[config.mk]
export PLATFORM = sky130hd
export DESIGN_NAME = bcd_digit_sequencer
export DESIGN_NICKNAME = d
export VERILOG_FILES = /design/src/rtl/bcd_digit_sequencer_pkg.sv /design/src/rtl/bcd_digit_sequencer_btn_debounce.sv /design/src/rtl/bcd_digit_sequencer.sv
export SDC_FILE = /design/constraint.sdc
export NUM_CORES = 1
export LEC_CHECK = 0
export CAP_MARGIN = 10
export CORE_ASPECT_RATIO = 1.75
export CORE_MARGIN = 5
export CORE_UTILIZATION = 54
export DETAILED_ROUTE_END_ITERATION = 16
export PLACE_DENSITY = 0.88
export SYNTH_ARGS = -nofsm -noshare
export SYNTH_HDL_FRONTEND = slang
export SYNTH_SLANG_ARGS = --single-unit
[constraint.sdc]
create_clock -name clk -period 1.92 [get_ports clk]
set_input_delay 0.192 -clock clk [delete_from_list [all_inputs] [get_ports clk]]
set_output_delay 0.192 -clock clk [all_outputs]
set_load 0.05 [all_outputs]
[src/rtl/bcd_digit_sequencer_pkg.sv]
// Shared types and helpers for the BCD digit sequencer: run-state encoding,
// digit width and the wrap-aware single-step digit arithmetic.
package bcd_digit_sequencer_pkg;

    localparam int unsigned DIGIT_W         = 4;
    localparam int unsigned DEFAULT_MAX_VAL = 9;

    typedef enum logic {
        ST_PAUSE = 1'b0,
        ST_RUN   = 1'b1
    } run_state_e;

    typedef struct packed {
        logic               wrap;
        logic [DIGIT_W-1:0] digit;
    } step_result_t;

    // One step of a 0..max_val ring counter in the requested direction.
    // The up-direction test uses >= so an out-of-range value can never
    // increment further into the 10..15 region.
    function automatic step_result_t step_digit(
        input logic [DIGIT_W-1:0] cur,
        input logic               up,
        input logic [DIGIT_W-1:0] max_val
    );
        step_result_t res;
        res.wrap  = 1'b0;
        res.digit = cur;
        if (up) begin
            if (cur >= max_val) begin
                res.digit = '0;
                res.wrap  = 1'b1;
            end else begin
                res.digit = cur + DIGIT_W'(1);
            end
        end else begin
            if (cur == '0) begin
                res.digit = max_val;
                res.wrap  = 1'b1;
            end else begin
                res.digit = cur - DIGIT_W'(1);
            end
        end
        return res;
    endfunction

    // Loaded values above max_val are replaced by 0 so the decoder never
    // sees an out-of-range digit.
    function automatic logic [DIGIT_W-1:0] clamp_load(
        input logic [DIGIT_W-1:0] val,
        input logic [DIGIT_W-1:0] max_val
    );
        return (val <= max_val) ? val : '0;
    endfunction

endpackage

[src/rtl/bcd_digit_sequencer_btn_debounce.sv]
// Push-button conditioner: 2-flop synchronizer, stability counter that only
// accepts a new level after DEB_CYCLES consecutive differing samples, and a
// one-cycle pulse on each accepted rising edge. Reusable for any lab button.
module btn_debounce
    import bcd_digit_sequencer_pkg::*;
#(
    parameter int unsigned DEB_WIDTH  = 18,
    parameter int unsigned DEB_CYCLES = 250000
) (
    input  logic clk,
    input  logic rst_n,
    input  logic btn_in,
    output logic press
);

    localparam logic [DEB_WIDTH-1:0] DEB_TERM = DEB_WIDTH'(DEB_CYCLES - 1);

    logic [1:0]           sync_q;
    logic [1:0]           sync_d;
    logic                 level_q;
    logic                 level_d;
    logic                 edge_q;
    logic                 edge_d;
    logic [DEB_WIDTH-1:0] cnt_q;
    logic [DEB_WIDTH-1:0] cnt_d;
    logic                 sync_level;

    assign sync_level = sync_q[1];

    // Next-state: shift synchronizer, count disagreement, accept on terminal.
    always_comb begin
        sync_d  = {sync_q[0], btn_in};
        level_d = level_q;
        cnt_d   = cnt_q;
        edge_d  = level_q;
        if (sync_level == level_q) begin
            cnt_d = '0;
        end else if (cnt_q >= DEB_TERM) begin
            level_d = sync_level;
            cnt_d   = '0;
        end else begin
            cnt_d = cnt_q + DEB_WIDTH'(1);
        end
    end

    // State registers for synchronizer, debounced level and edge detector.
    always_ff @(posedge clk or negedge rst_n) begin
        if (!rst_n) begin
            sync_q  <= '0;
            level_q <= 1'b0;
            edge_q  <= 1'b0;
            cnt_q   <= '0;
        end else begin
            sync_q  <= sync_d;
            level_q <= level_d;
            edge_q  <= edge_d;
            cnt_q   <= cnt_d;
        end
    end

    // Press is high for the single cycle after the debounced level rises.
    assign press = level_q & ~edge_q;

endmodule

[src/rtl/bcd_digit_sequencer.sv]
// BCD digit sequencer feeding the 7-segment decoder. A debounced button
// toggles RUN/PAUSE; in RUN a prescaler produces a step every DIV_COUNT
// clocks and the digit moves up or down through 0..MAX_VAL with wrap
// indication. A synchronous load overrides stepping and restarts the
// prescaler without touching the run state. Reset release is expected to
// be synchronised to clk by the top level.
module bcd_digit_sequencer
    import bcd_digit_sequencer_pkg::*;
#(
    parameter int unsigned DIV_WIDTH  = 24,
    parameter int unsigned DIV_COUNT  = 12500000,
    parameter int unsigned DEB_WIDTH  = 18,
    parameter int unsigned DEB_CYCLES = 250000,
    parameter int unsigned MAX_VAL    = DEFAULT_MAX_VAL
) (
    input  logic               clk,
    input  logic               rst_n,
    input  logic               btn_run,
    input  logic               dir,
    input  logic               load,
    input  logic [DIGIT_W-1:0] load_val,
    output logic [DIGIT_W-1:0] num,
    output logic               running,
    output logic               tick,
    output logic               wrap
);

    localparam logic [DIV_WIDTH-1:0] DIV_TERM  = DIV_WIDTH'(DIV_COUNT - 1);
    localparam logic [DIGIT_W-1:0]   MAX_DIGIT = DIGIT_W'(MAX_VAL);

    run_state_e           state_q;
    run_state_e           state_d;
    logic [DIV_WIDTH-1:0] div_cnt_q;
    logic [DIV_WIDTH-1:0] div_cnt_d;
    logic [DIGIT_W-1:0]   num_q;
    logic [DIGIT_W-1:0]   num_d;
    logic                 tick_q;
    logic                 tick_d;
    logic                 wrap_q;
    logic                 wrap_d;
    logic                 press;
    logic                 step;
    step_result_t         step_res;

    btn_debounce #(
        .DEB_WIDTH  (DEB_WIDTH),
        .DEB_CYCLES (DEB_CYCLES)
    ) u_btn_run (
        .clk    (clk),
        .rst_n  (rst_n),
        .btn_in (btn_run),
        .press  (press)
    );

    // Run/pause FSM: every accepted press flips the state; load is ignored.
    always_comb begin
        state_d = state_q;
        if (press) begin
            state_d = (state_q == ST_RUN) ? ST_PAUSE : ST_RUN;
        end
    end

    // Prescaler and digit datapath; load wins over a coincident step.
    always_comb begin
        div_cnt_d = div_cnt_q;
        num_d     = num_q;
        tick_d    = 1'b0;
        wrap_d    = 1'b0;
        step      = 1'b0;
        step_res  = step_digit(num_q, dir, MAX_DIGIT);
        if (state_q == ST_RUN) begin
            if (div_cnt_q >= DIV_TERM) begin
                div_cnt_d = '0;
                step      = 1'b1;
            end else begin
                div_cnt_d = div_cnt_q + DIV_WIDTH'(1);
            end
        end
        if (load) begin
            num_d     = clamp_load(load_val, MAX_DIGIT);
            div_cnt_d = '0;
        end else if (step) begin
            num_d  = step_res.digit;
            tick_d = 1'b1;
            wrap_d = step_res.wrap;
        end
    end

    // State, prescaler, digit and pulse registers.
    always_ff @(posedge clk or negedge rst_n) begin
        if (!rst_n) begin
            state_q   <= ST_PAUSE;
            div_cnt_q <= '0;
            num_q     <= '0;
            tick_q    <= 1'b0;
            wrap_q    <= 1'b0;
        end else begin
            state_q   <= state_d;
            div_cnt_q <= div_cnt_d;
            num_q     <= num_d;
            tick_q    <= tick_d;
            wrap_q    <= wrap_d;
        end
    end

    assign num     = num_q;
    assign running = (state_q == ST_RUN);
    assign tick    = tick_q;
    assign wrap    = wrap_q;

endmodule

== Word-level counts from Yosys, hierarchy flattened ==
Index checks and enable logic that the tools add are counted.
Operators by class
  muxes and demuxes: 20
  bitwise operators: 3
  shift-type cells: 0
  reductions and logical operators: 4
  order comparisons: 4
  eq/ne operators: 1
  multiply operators: 0
  div/mod/pow operators: 0
  $add $sub $neg: 4
Operators with widths (count)
  2-to-1 mux 24 bit: 3
  2-to-1 mux 18 bit: 2
  adder 24 x 1 -> 24 bit, second input constant: 1
  >= comparator 24 bit, second input constant: 1
  2-to-1 mux 4 bit: 5
  adder 18 x 1 -> 18 bit, second input constant: 1
  >= comparator 18 bit, second input constant: 1
  2-to-1 mux 1 bit: 9
  2-to-1 mux 5 bit: 1
  adder 4 x 1 -> 4 bit, second input constant: 1
  >= comparator 4 bit, second input constant: 1
  <= comparator 4 bit, second input constant: 1
  zero test 4 bit: 1
  nonzero test 2 bit: 2
  subtractor 4 x 1 -> 4 bit, second input constant: 1
  inverter 1 bit: 2
  AND reduction 2 bit: 1
  bitwise AND 1 bit: 1
  == test 1 bit: 1
Storage, ports and cells
  bits in registers: 53
  memory bits (read-only): 0
  input bits: 9
  output and inout bits: 7
  bits in writable memories: 0
  logic and storage cells: 45
  latch bits: 0
  memories kept: 0

== Logic depth before layout (Yosys ltp) ==
  word-level depth: 5
  mapped depth: 7
  mapped depth without buffers: 7

== Hierarchy ==
A second synthesis with hierarchy kept.
Second synthesis, totals
  cells, all modules: 310
  area, all modules: 2972.9 sq um
Modules (own cells, without submodules)
  bcd_digit_sequencer: cells each 207, seq. area each 775.7 sq um, instances 1, area each 1894.3 sq um
  btn_debounce: cells each 103, seq. area each 550.5 sq um, instances 1, area each 1078.5 sq um

== Worst setup path after synthesis ==
No wires, ideal clock.
  kind: reg2reg
  start point: reg num_q[0] (netlist: num[0])
  end point: reg num_q[2] (netlist: num[2])
  clock period less this slack: 2101 ps
  buffers on the path: 0
  arrival time: 1974 ps
  library setup time: 128 ps
  setup slack: -181 ps
  cell stages (with the launch flop): 8
  data required time: 1792 ps
  cells stage by stage: dfrtp_1 inv_1 ha_1 nor3b_1 o21a_1 and3_1 o31a_1 o2bb2ai_1
On the way
  cells in the longest elaborated chain, start to end: 5
  elaborated cells between the ends (all ways): 9
  those cells by class: 2 x add/sub; 1 x order compare; 5 x mux; 1 x reduce/logical
RTL lines
  start: declaration: RTL line bcd_digit_sequencer.sv:35  | logic [DIGIT_W-1:0] num_q;
  start signal: assignment: RTL line bcd_digit_sequencer.sv:100  | num_q <= num_d;
  subtractor 4 x 1 -> 4 bit, or another cell as far along: RTL line bcd_digit_sequencer_pkg.sv:41  | res.digit = cur - DIGIT_W'(1);
  2-to-1 mux 4 bit (on tied branches): RTL line bcd_digit_sequencer_pkg.sv:37, bcd_digit_sequencer_pkg.sv:30
  2-to-1 mux 5 bit (*): RTL line bcd_digit_sequencer_pkg.sv:29  | if (up) begin
  2-to-1 mux 4 bit (*): RTL line bcd_digit_sequencer.sv:82  | end else if (step) begin
  2-to-1 mux 4 bit (*): RTL line bcd_digit_sequencer.sv:79  | if (load) begin
Every way passes the cells marked *; elsewhere a longest branch is shown, timed or not. The select of a mux whose other input is x is not followed.
A chain may end at the register's enable or synchronous reset.

== Final worst setup path ==
  start point: reg num_q[2] (netlist: num[2])
  end point: out num[2]
RTL lines
  end: declaration: RTL line bcd_digit_sequencer.sv:22  | output logic [DIGIT_W-1:0] num,
No word-level cell between the ends.

==> impl_metrics.py <==
metrics = {
    "status": {
        "outcome": "completed",
    },
    "cts": {
        "cts_tree": "yes",
        "cts_root_buf": "clkbuf_8",
        "clkSlewWorstSetupHoldPaths_ns": 0.09,
        "cts_max_level": 2,
        "cts_buffers": 5,
        "clock-sinks": 53,
        "cts_max_path_buffers": 2,
        "clk_latency_ns": 0.30,
    },
    "detailed_routing": {
        "drtPass1Iterations": 4,
        "route.detailed.drc": 0,
        "postRouteAntennaNets": 0,
        "avgViaCountPerCell": 6.00,
        "wl_mm": 5.93,
        "wl_per_cell_microns": 15.4,
        "vias": 2304,
        "dr.first_iter.drc_count": 126,
    },
    "power": {
        "p_per_area_nw_per_um2": 676,
        "finalPower_mw": 2.29,
        "switching_power_uw": 657,
        "p_leak_nw": 1.49,
        "clkPwrFrac_pct": 28.0,
        "comb_power_share_pct": 19.8,
        "swShare_pct": 28.7,
        "ir_drop_uv": 552,
        "p_int_mw": 1.64,
        "seqPwrFrac_pct": 52.2,
    },
    "synth": {
        "synth-main-ff-cell": "dfrtp_1",
        "ys_warn_count": 0,
        "synth_edf_count": 0,
        "synth_cell_types": 51,
        "yosysTopAreaCell": "dfrtp_1",
        "syn_inst": 289,
        "synth_nets": 304,
        "synth.top_cell.area_share_pct": 46.7,
        "seq_area_frac_synth_pct": 46.7,
        "syn_area_per_cell_sq_um": 9.82,
        "synthArstFlopShare_pct": 100,
        "synth_area_sq_um": 2840,
        "yosys-top-cells-area": "dfrtp_1 (47%), xor2_1 (8.3%), nor2_1 (6.3%)",
        "synth-seq-cells": 53,
    },
    "global_route": {
        "grt_pass1_vias": 2428,
        "antenna_found_initial": 0,
        "grt_usage_pct": 18.4,
        "grt.overflow.total": 0,
        "grt_max_degree": 54,
        "grt_pass1_wl_mm": 10.3,
    },
    "floorplan": {
        "die_w_microns": 64.8,
        "initial_utilization_pct": 54.5,
        "die_area_sq_um": 6860,
        "core_sq_um": 5210,
        "io_pins": 16,
        "die_h_microns": 106,
        "fp-row-count": 35,
    },
    "critical_path": {
        "path_class": "reg2out",
        "start_kind": "register",
        "path_cells": "clkdlybuf4s50_1",
        "crit_family": "buffers and inverters",
        "worst_path_max_delay_cell": "clkdlybuf4s50_1",
        "cp-end-kind": "primary output",
        "worstPathMaxFanout": 9,
        "path_buf_inv": 1,
        "required_ns": 1.73,
        "critPathMaxStageDelay_ns": 0.86,
        "cp.arrival_ns": 1.68,
    },
    "cells_and_area": {
        "fin_nets": 343,
        "antenna_cells_inserted": 0,
        "layout_commonest_cell": "dfrtp_1",
        "area_growth_pct": 19.4,
        "final_cell_mix": "dfrtp_1 (51), nor2_1 (48), xor2_1 (27)",
        "layout-drive-gt1-share_pct": 16.7,
        "finalInstanceArea_sq_um": 3390,
        "utilization_pct": 65.0,
    },
    "sta": {
        "setup_viol": 0,
        "max_freq_mhz": 535,
        "fin_skew_ns": 0.00924,
        "hold_viol": 0,
        "slew_headroom_pct": 59.4,
        "rsz0062_at_grt": "true",
        "max_slew.worst_pin.slew_ns": 0.606,
        "drv_slew": 0,
        "fin_crit_sh_pct": 97.3,
        "period_minus_slack_ns": 1.87,
    },
    "place": {
        "placed_area_sq_um": 3200,
        "gp_congestion": 0.843,
        "dp_hpwl_mm": 4.28,
        "numPortBuffers": 15,
    },
    "job": {
        "cap_violations": 0,
    },
    "hold_path": {
        "hold_class": "in2reg",
    },
}
==> metrics by stage <==
stage	worst slack (ns)	instances	setup TNS, ns	hold slack (ns)
global route	-0.0225	384	-0.0293	0.310
global placement	0.0803	374	0	0.204
finish	0.0520	384	0	0.320
CTS	0.0158	383	0	0.313
floorplan	0.0196	289	0	-0.104
detailed placement	-0.0111	374	-0.0111	0.204
==> registers in the layout (all words and copies together), names as in the netlist <==
register / count
u_btn_run.edge_d: 1
u_btn_run.edge_q: 1
tick: 1
num: 4
div_cnt_q: 24
u_btn_run.sync_q: 2
u_btn_run.cnt_q: 18
wrap: 1
running: 1
==> power by group through the flow <==
stage	Clock, mW	Sequential [mW]	Combinational [mW]
detailed placement	0	1.22	0.419
global placement	0	1.21	0.406
finish	0.641	1.20	0.454
global route	0.697	1.20	0.501
CTS	0.662	1.19	0.421
floorplan	0	1.28	0.190
==> timing repair <==
item / in CTS / in global routing
gates cloned: 0 / 0
pin swaps: 0 / 3
hold buffers: 1 / 0
endpoints found under the setup margin: 1 / 15
buffers inserted: 0 / 1
hold endpoints to repair: 53 / 0
resized for setup: 1 / 14
==> layout make-up <==
class,instances,area [sq um]
clock inverter,1,7.51
tap,55,68.8
clock buffer,7,86.3
multi-input combinational,221,1530
sequential,53,1330
fill,390,1820
timing repair buffer,38,334
inverter,9,33.8
==> worst paths after layout <==
kind / start / end / slack, ns / depth (start not counted)
min in group asynchronous: rst_n / div_cnt_q[19]$_DFFE_PN0P_ / 0.41 / 3
min reg2reg: u_btn_run.sync_q[0]$_DFF_PN0_ / u_btn_run.sync_q[1]$_DFF_PN0_ / 0.36 / 0
min: btn_run / u_btn_run.sync_q[0]$_DFF_PN0_ / 0.32 / 1
max in group asynchronous: rst_n / num[1]$_DFFE_PN0P_ / 1.28 / 3
max reg2reg: u_btn_run.cnt_q[0]$_DFF_PN0_ / u_btn_run.edge_d$_DFFE_PN0P_ / 0.06 / 6
max: num[2]$_DFFE_PN0P_ / num[2] / 0.05 / 1
==> per-layer routing <==
layer  vias up  share of wire (%)  wire [microns]  GRT usage, %
met5         -                  0               0             0
met4         0                3.5             206          10.6
met3        20                3.1             181          1.48
met2        57                 56            3300          34.0
met1      1124                 38            2240          19.9
li1       1103                  -               -             -
==> cell families (layout without fill, tap and decap cells) <==
family,count (synthesis),count (layout),share of synthesized area (%)
adders and majority gates,6,6,2.64
AOI/OAI and AO/OA,37,37,9.39
muxes,5,5,1.94
DFF,53,53,46.7
and+or+nand+nor,137,137,26.0
buffers and inverters,15,55,2.16
xor gates and xnor gates,36,36,11.1
==> synth_stat cells (all sizes together), types with 2 or more instances <==
master / count
dfrtp: 53
nor2: 48
xor2: 27
nand2: 19
nand3: 19
nand4: 12
a21oi: 11
xnor2: 9
and3: 8
inv: 8
nor4: 7
o21ai: 7
ha: 6
buf: 4
mux2: 4
nor3: 4
and4: 3
nand3b: 3
a31oi: 2
and2: 2
clkbuf: 2
nand2b: 2
nor2b: 2
o2111ai: 2
o21bai: 2
o31a: 2
or3b: 2
Note: power is estimated with default switching activity, not from simulation.
